<file path="src/rtl/asrm_uart_tx_arbiter_pkg.sv">
// rtl/asrm_uart_tx_arbiter_pkg.sv - shared state encodings and defaults for the UART TX arbiter
package asrm_uart_tx_arbiter_pkg;

   typedef enum logic [1:0] {
      ST_IDLE     = 2'd0,
      ST_START    = 2'd1,
      ST_WAIT_END = 2'd2,
      ST_RELEASE  = 2'd3
   } arb_state_e;

   localparam int unsigned WDOG_MAX_DEFAULT = 32'd1200000;

endpackage

</file>
<file path="src/rtl/asrm_rr_pick.sv">
// rtl/asrm_rr_pick.sv - combinational round-robin selector: first set request at or after ptr
module asrm_rr_pick
   import asrm_uart_tx_arbiter_pkg::*;
#(
   parameter int N_REQ = 4,
   parameter int ID_W  = 2
) (
   input  logic [N_REQ-1:0] req,
   input  logic [ID_W-1:0]  ptr,
   output logic [ID_W-1:0]  idx,
   output logic             found
);

   logic [ID_W:0] cand;

   // One extra bit keeps ptr+k exact so the wrap works for non-power-of-2 N_REQ.
   always_comb begin
      found = 1'b0;
      idx   = '0;
      cand  = '0;
      for (int k = 0; k < N_REQ; k++) begin
         cand = {1'b0, ptr} + (ID_W+1)'(k);
         if (cand >= (ID_W+1)'(N_REQ)) begin
            cand = cand - (ID_W+1)'(N_REQ);
         end
         if (!found && req[cand[ID_W-1:0]]) begin
            found = 1'b1;
            idx   = cand[ID_W-1:0];
         end
      end
   end

endmodule

</file>
<file path="src/rtl/asrm_uart_tx_arbiter.sv">
// rtl/asrm_uart_tx_arbiter.sv - round-robin arbiter sharing one UART transmitter between N_REQ byte producers
module asrm_uart_tx_arbiter
   import asrm_uart_tx_arbiter_pkg::*;
#(
   parameter int          N_REQ    = 4,
   parameter int          ID_W     = 2,
   parameter int unsigned WDOG_MAX = WDOG_MAX_DEFAULT
) (
   input  logic                 clk,
   input  logic                 reset,
   input  logic [N_REQ-1:0]     req_valid,
   input  logic [8*N_REQ-1:0]   req_data,
   output logic [N_REQ-1:0]     req_ready,
   output logic [7:0]           uart_data_tx,
   output logic                 uart_start_transmit,
   input  logic                 uart_end_transmit,
   output logic                 busy,
   output logic [ID_W-1:0]      grant_id,
   output logic                 wdog_err
);

   localparam logic [31:0] WDOG_LAST = (WDOG_MAX == 0) ? 32'd0 : 32'(WDOG_MAX - 1);

   arb_state_e        state_q, state_d;
   logic [ID_W-1:0]   rr_ptr_q, rr_ptr_d;
   logic [ID_W-1:0]   grant_q, grant_d;
   logic [N_REQ-1:0]  ready_q, ready_d;
   logic [7:0]        data_q, data_d;
   logic              start_q, start_d;
   logic              busy_q, busy_d;
   logic              wdog_err_q, wdog_err_d;
   logic              end_prev_q, end_prev_d;
   logic [31:0]       wdog_cnt_q, wdog_cnt_d;

   logic [ID_W-1:0]   pick_idx;
   logic              pick_found;

   asrm_rr_pick #(.N_REQ(N_REQ), .ID_W(ID_W)) u_pick (
      .req   (req_valid),
      .ptr   (rr_ptr_q),
      .idx   (pick_idx),
      .found (pick_found)
   );

   always_comb begin
      state_d    = state_q;
      rr_ptr_d   = rr_ptr_q;
      grant_d    = grant_q;
      ready_d    = '0;
      data_d     = data_q;
      start_d    = start_q;
      busy_d     = busy_q;
      wdog_err_d = 1'b0;
      wdog_cnt_d = wdog_cnt_q;
      // Sampled every cycle, so prev already equals the line level on entry to WAIT_END.
      end_prev_d = uart_end_transmit;
      case (state_q)
         ST_IDLE: begin
            if (pick_found) begin
               ready_d  = N_REQ'(1) << pick_idx;
               data_d   = req_data[int'(pick_idx)*8 +: 8];
               grant_d  = pick_idx;
               busy_d   = 1'b1;
               rr_ptr_d = (pick_idx == ID_W'(N_REQ-1)) ? '0 : pick_idx + 1'b1;
               state_d  = ST_START;
            end
         end
         ST_START: begin
            start_d    = 1'b1;
            wdog_cnt_d = '0;
            state_d    = ST_WAIT_END;
         end
         ST_WAIT_END: begin
            // Start must drop on the end edge or the core resends at its stop-bit tick.
            if (uart_end_transmit && !end_prev_q) begin
               start_d = 1'b0;
               state_d = ST_RELEASE;
            end else if (WDOG_MAX != 0 && wdog_cnt_q == WDOG_LAST) begin
               start_d    = 1'b0;
               wdog_err_d = 1'b1;
               state_d    = ST_RELEASE;
            end else begin
               wdog_cnt_d = wdog_cnt_q + 32'd1;
            end
         end
         ST_RELEASE: begin
            if (!uart_end_transmit) begin
               busy_d  = 1'b0;
               state_d = ST_IDLE;
            end
         end
         default: state_d = ST_IDLE;
      endcase
   end

   always_ff @(posedge clk or negedge reset) begin
      if (!reset) begin
         state_q    <= ST_IDLE;
         rr_ptr_q   <= '0;
         grant_q    <= '0;
         ready_q    <= '0;
         data_q     <= '0;
         start_q    <= 1'b0;
         busy_q     <= 1'b0;
         wdog_err_q <= 1'b0;
         end_prev_q <= 1'b0;
         wdog_cnt_q <= '0;
      end else begin
         state_q    <= state_d;
         rr_ptr_q   <= rr_ptr_d;
         grant_q    <= grant_d;
         ready_q    <= ready_d;
         data_q     <= data_d;
         start_q    <= start_d;
         busy_q     <= busy_d;
         wdog_err_q <= wdog_err_d;
         end_prev_q <= end_prev_d;
         wdog_cnt_q <= wdog_cnt_d;
      end
   end

   assign req_ready           = ready_q;
   assign uart_data_tx        = data_q;
   assign uart_start_transmit = start_q;
   assign busy                = busy_q;
   assign grant_id            = grant_q;
   assign wdog_err            = wdog_err_q;

endmodule

</file>
<file path="config.mk">
export PLATFORM = sky130hd
export DESIGN_NAME = asrm_uart_tx_arbiter
export DESIGN_NICKNAME = d
export VERILOG_FILES = /design/src/rtl/asrm_uart_tx_arbiter_pkg.sv /design/src/rtl/asrm_rr_pick.sv /design/src/rtl/asrm_uart_tx_arbiter.sv
export SDC_FILE = /design/constraint.sdc
export NUM_CORES = 1
export LEC_CHECK = 0
export ABC_AREA = 1
export CORE_MARGIN = 4
export CORE_UTILIZATION = 55
export CTS_CLUSTER_SIZE = 40
export DETAILED_ROUTE_END_ITERATION = 12
export PLACE_DENSITY = 0.88
export SLEW_MARGIN = 20
export SYNTH_ARGS = -nofsm -noshare
export SYNTH_HDL_FRONTEND = slang
export SYNTH_HIERARCHICAL = 1
export SYNTH_SLANG_ARGS = --single-unit
</file>
<file path="constraint.sdc">
create_clock -name clk -period 2.65 [get_ports clk]
set_input_delay 0.53 -clock clk [delete_from_list [all_inputs] [get_ports clk]]
set_output_delay 0.53 -clock clk [all_outputs]
set_load 0.01 [all_outputs]
</file>
Word level (Yosys, flattened, before mapping)
Cells that the tools add are included.
{"block": "op_classes", "n_addsub": 9, "shifts": 2, "eq_ne": 10, "n_reduce_logical": 16, "n_lt_le_gt_ge": 8, "mux": 40}
{"cell": "$mux W32", "n": 2}
{"cell": "$pmux W32 S2", "n": 1}
{"cell": "$add A32 B1 Y32 const B", "n": 1}
{"cell": "$eq A32 B21 Y1 const B", "n": 1}
{"cell": "$shiftx A32 B6 Y8", "n": 1}
{"cell": "$mux W2", "n": 13}
{"cell": "$mux W1", "n": 15}
{"cell": "$lt A2 B3 Y1 const B", "n": 4}
{"cell": "$ge A3 B3 Y1 const B", "n": 3}
{"cell": "$reduce_and A3 Y1", "n": 3}
{"cell": "$bmux W1 S2", "n": 4}
{"cell": "$mux W4", "n": 2}
{"cell": "$ne A2 B2 Y1 const B", "n": 4}
{"cell": "$pmux W2 S4", "n": 1}
{"cell": "$sub A2 B1 Y2 const B", "n": 4}
{"cell": "$add A2 B2 Y3 const B", "n": 2}
{"cell": "$eq A2 B2 Y1 const B", "n": 3}
{"cell": "$logic_and A1 B1 Y1", "n": 4}
{"cell": "$logic_not A1 Y1", "n": 4}
{"cell": "$pmux W1 S2", "n": 2}
{"cell": "$reduce_and A2 Y1", "n": 2}
{"cell": "$reduce_bool A2 Y1", "n": 2}
{"cell": "$shl A1 B2 Y4 const A", "n": 1}
{"cell": "$add A2 B1 Y3 const B", "n": 1}
{"cell": "5 further kinds", "n": 5}
{"block": "word_totals", "ff_bits": 54, "output_inout_bits": 17, "word_cells": 95}

Depth between registers and ports, before layout
{"block": "depth", "depth_word": 17, "ltp_mapped": 16, "depth_no_buf": 15}

Modules after synthesis
Netlist, hierarchy kept.
{"module": "asrm_uart_tx_arbiter", "area_each_um2": 3622.2, "seq_area_each_um2": 1351.3, "n_inst": 1, "cells_each": 569}
{"module": "asrm_rr_pick", "area_each_um2": 319.1, "seq_area_each_um2": 0.0, "n_inst": 1, "cells_each": 59}

Worst setup path after synthesis
No wires, ideal clock.
{"block": "synth_timing", "path_kind": "input -> register", "startpoint": "input req_valid[3]", "endpoint": "register rr_ptr_q[1]", "arrival_ps": 2116, "n_path_buf": 2, "setup_time_ps": 117, "cell_stages": 15, "path_slack_ps": 417, "path_cell_list": "inv_1 nand2_2 nand3_2 nand2_4 nor2_4 nand3_2 nand2_1 nand2_1 inv_1 clkbuf_1 inv_1 clkbuf_1 ha_1 nand2_1 nand2_1"}
{"block": "synth_via", "elab_chain_len": 14, "word_cells_on_any_way": 26, "classes_between": "add/sub (1); eq/ne (1); mux (17); reduce/logical (7)"}
{"element": "start, declared", "line": "asrm_uart_tx_arbiter.sv:11", "rtl": "input logic [N_REQ-1:0] req_valid,"}
{"element": "$bmux W1 S2", "line": "asrm_rr_pick.sv:26", "rtl": "if (!found && req[cand[ID_W-1:0]]) begin"}
{"element": "$mux W1 (not written as such)", "line": "asrm_rr_pick.sv:26"}
{"element": "$mux W1", "line": "asrm_rr_pick.sv:26"}
{"element": "$logic_not A1 Y1", "line": "asrm_rr_pick.sv:26"}
{"element": "$logic_and A1 B1 Y1", "line": "asrm_rr_pick.sv:26"}
{"element": "$mux W1", "line": "asrm_rr_pick.sv:26"}
{"element": "$logic_not A1 Y1", "line": "asrm_rr_pick.sv:26"}
{"element": "$logic_and A1 B1 Y1", "line": "asrm_rr_pick.sv:26"}
{"element": "$mux W1", "line": "asrm_rr_pick.sv:26"}
{"element": "$logic_not A1 Y1", "line": "asrm_rr_pick.sv:26"}
{"element": "$logic_and A1 B1 Y1", "line": "asrm_rr_pick.sv:26"}
{"element": "$mux W2 (*)", "line": "asrm_rr_pick.sv:26"}
{"element": "net pick_idx[0]", "line": "asrm_uart_tx_arbiter.sv:35", "rtl": "logic [ID_W-1:0] pick_idx;"}
{"element": "$add A2 B1 Y2 or $eq A2 B2 Y1 (tied branches)", "line": "asrm_uart_tx_arbiter.sv:64", "rtl": "rr_ptr_d = (pick_idx == ID_W'(N_REQ-1)) ? '0 : pick_idx + 1'b1;"}
{"element": "$mux W2 (*)", "line": "asrm_uart_tx_arbiter.sv:64"}
{"element": "end signal, assigned", "line": "asrm_uart_tx_arbiter.sv:110", "rtl": "rr_ptr_q <= rr_ptr_d;"}
{"element": "end, declared", "line": "asrm_uart_tx_arbiter.sv:25", "rtl": "logic [ID_W-1:0] rr_ptr_q, rr_ptr_d;"}
The timed path passes the listed nets; every way through them passes the cells marked *. The select of a mux whose other input is x is not followed.
A chain may end at the register's enable or synchronous reset.

Worst setup path after layout
{"block": "layout_timing", "startpoint": "input req_valid[2]", "endpoint": "register rr_ptr_q[1]"}
The elaborated chain is that of the path after synthesis.

==> run metrics <==
violation count after the first detailed-route iteration=245; wire length per cell=13.3 microns; H-tree depth=2; DP Area=4540 sq um; most frequent cells in the layout=nand2_1 (233), nor2_1 (131), nand3_1 (54), clkdlybuf4s50_1 (54), dfrtp_1 (53); Pre-antenna DRT Iters=5; Die Ht=92.7 microns; unrepaired setup endpoints after global routing=no; R2R Path Start=rr_ptr_q[0]$_DFFE_PN0P_; fin crit period=2340 ps; Netlist cell types=30; Clock Path Buffers=2; PortBufs=55; Buffers & Inverters on Critical Path=4; clk_skew=12.4 ps; status=finished, final reports clean; Slew @ Worst Pin=554 ps; Die W=92.7 microns; Cell Rows=30; Fin Setup TNS=0 ps; Tcrit/Tclk final=88.4%; Vias=4067; Max VDD drop=0.777 mV; Sequential cell area=1350 sq um; number of post-CTS setup repair buffers=0; CTS clk-pin slew, worst paths=100 ps; slowest stage cell, crit path=clkdlybuf4s50_1; worst setup path class=in -> reg; CP Data Required Time=2860 ps; CP arrival=2550 ps; mapped cell area=3940 sq um; share of cells above drive strength 1=6.63%; Final Cell Area=4650 sq um; clock sink count=54; synth-to-layout area growth=18.0%; GRT Total Usage=25.4%; vias in the first global route=3919; initial core utilization=57.4%; FF-to-FF setup slack=350 ps; vias per inst=5.25; initial antenna violation count=0; RD Place Congestion=0.955; Filler Cell Count=607; grt total ovfl=0; largest net degree at the start of global routing=34; Clock Latency Late Sink=320 ps; f_max=427 MHz; multi-input logic area=2280 sq um; most used cell along the critical path=nand2_1; Critical Path, Cell by Cell=clkdlybuf4s50_1 > inv_1 > nand2_1 > nand3_2 > nand2_4 > nor2_1 > nor2_2 > nand2_1 > nand2_1 > inv_1 > inv_1 > ha_1 > nand2_1 > nand2_1; Max Transition Viols Final=0; drt total wl=10.3 mm; CTS tree=done; CP Max Fanout=18; R2R depth=13; Seq cells post-synth=54; Ports=56; Synth Warn #=6; syn nets=675; sequential fraction of the synthesis area=34.3%; Nets=725; commonest non-fill, non-tap cell in the layout=nand2_1; global-route wire length before repair=17.7 mm; Num CTS Buffers=5; ANT cells=0; Root Driver=clkbuf_8; max-cap violation count=0; post-synthesis area per instance=6.28 sq um; Critical Path Source Type=input port; pwr/cell area=938 nW/um^2; dpl hpwl=7.85 mm; die area=8580 sq um; Core ar.=6870 sq um; Cells after Synth=628; Top delay family on crit path=buffers and inverters; Hold Path Class=in -> async; P_leak=2.14 nW; capture point of the worst reg-to-reg path=rr_ptr_q[1]$_DFFE_PN0P_; CP peak stage delay=490 ps; final core utilization=67.7%; Rel. slew slack=63.1%; Final ANT Viol Nets=0; endpoints failing hold=0; Final setup viols=0; drt drc=0; crit end category=register
## worst max path at each step
stage                       startpoint                       to  cells after the start
2_1_floorplan             req_valid[3]  rr_ptr_q[1]$_DFFE_PN0P_                     15
4_1_cts        rr_ptr_q[0]$_DFFE_PN0P_  rr_ptr_q[1]$_DFFE_PN0P_                     13
5_1_grt                   req_valid[2]  rr_ptr_q[1]$_DFFE_PN0P_                     14
3_3_place_gp              req_valid[2]  rr_ptr_q[1]$_DFFE_PN0P_                     14
6_report                  req_valid[2]  rr_ptr_q[1]$_DFFE_PN0P_                     14
3_5_place_dp              req_valid[3]  rr_ptr_q[1]$_DFFE_PN0P_                     14
## state kept, by name, indices dropped and copies added (netlist names)
register,count
grant_id,2
busy,1
end_prev_q,1
uart_start_transmit,1
state_q,2
uart_data_tx,8
wdog_err,1
wdog_cnt_q,32
req_ready,4
rr_ptr_q,2
## cells in the mapped netlist
cell	n	share of area, %
dfrtp_1	54	34
nand3_2	3	0.76
o22ai_1	3	0.48
nand3_4	1	0.44
nand3b_1	1	0.19
inv_1	46	4.4
buf_4	1	0.19
a31oi_1	5	0.79
inv_2	3	0.29
buf_6	6	1.7
nand2_1	233	22
nand4_1	3	0.48
nor2_2	2	0.32
buf_2	1	0.13
nand2_2	13	2.1
xnor2_1	5	1.1
nand2_4	4	1.1
a21oi_1	2	0.25
nand3_1	54	6.9
nor3_1	6	0.76
o21ai_1	1	0.13
nor3b_1	1	0.19
a22o_1	1	0.22
clkinv_1	2	0.19
ha_1	8	2.5
nor2_4	3	0.86
o21ai_0	19	2.4
nor2_1	131	12
clkbuf_1	11	1.0
xor2_1	5	1.1
## where the power goes
group,switching (mW),internal (mW)
combinational,1.77,0.893
sequential,0.142,0.993
clock,0.279,0.282
total,2.19,2.17
## layout make-up
type / instances / share of cell area [%]
Multi-Input combinational cell: 504 / 49.0
Sequential cell: 54 / 29.1
Timing Repair Buffer: 62 / 12.9
Inverter: 51 / 4.12
Tap cell: 96 / 2.58
Clock buffer: 6 / 1.56
Clock inverter: 2 / 0.807
## through the flow
| step | worst slack, ps | total power [mW] | hold WS, ps | instances |
|---|---|---|---|---|
| after floorplan | 417 | 3.14 | 234 | 628 |
| after global placement | 192 | 3.68 | 457 | 767 |
| after detailed placement | 36.1 | 3.79 | 467 | 767 |
| after CTS | 249 | 4.36 | 210 | 775 |
| after global routing | 142 | 4.77 | 231 | 775 |
| final | 307 | 4.36 | 190 | 775 |
## metal layers
metal | global-route usage, % | part of all wire (%) | up-vias
met3 | 6.26 | 7.2 | 30
met4 | 9.40 | 2.7 | 0
met1 | 30.7 | 42 | 1846
li1 | - | - | 2040
met5 | 0 | 0 | -
met2 | 43.7 | 48 | 151
## repair_timing
| action | in CTS | in global routing |
|---|---|---|
| endpoints found under the hold margin | 0 | 0 |
| hold buffers | 0 | 0 |
| gates resized for setup | 0 | 1 |
| endpoints found under the setup margin | 0 | 3 |
## kinds of logic (layout without fill, tap and decap cells)
| group | after synthesis | count (layout) | share of synthesized area, % |
|---|---|---|---|
| fa+ha+maj | 8 | 8 | 2.54 |
| compound gates | 31 | 31 | 4.29 |
| buf+inv | 70 | 121 | 7.94 |
| xor+xnor | 10 | 10 | 2.22 |
| simple gates | 455 | 455 | 48.7 |
| flops | 54 | 54 | 34.3 |
Note: power is estimated with default switching activity, not from simulation.
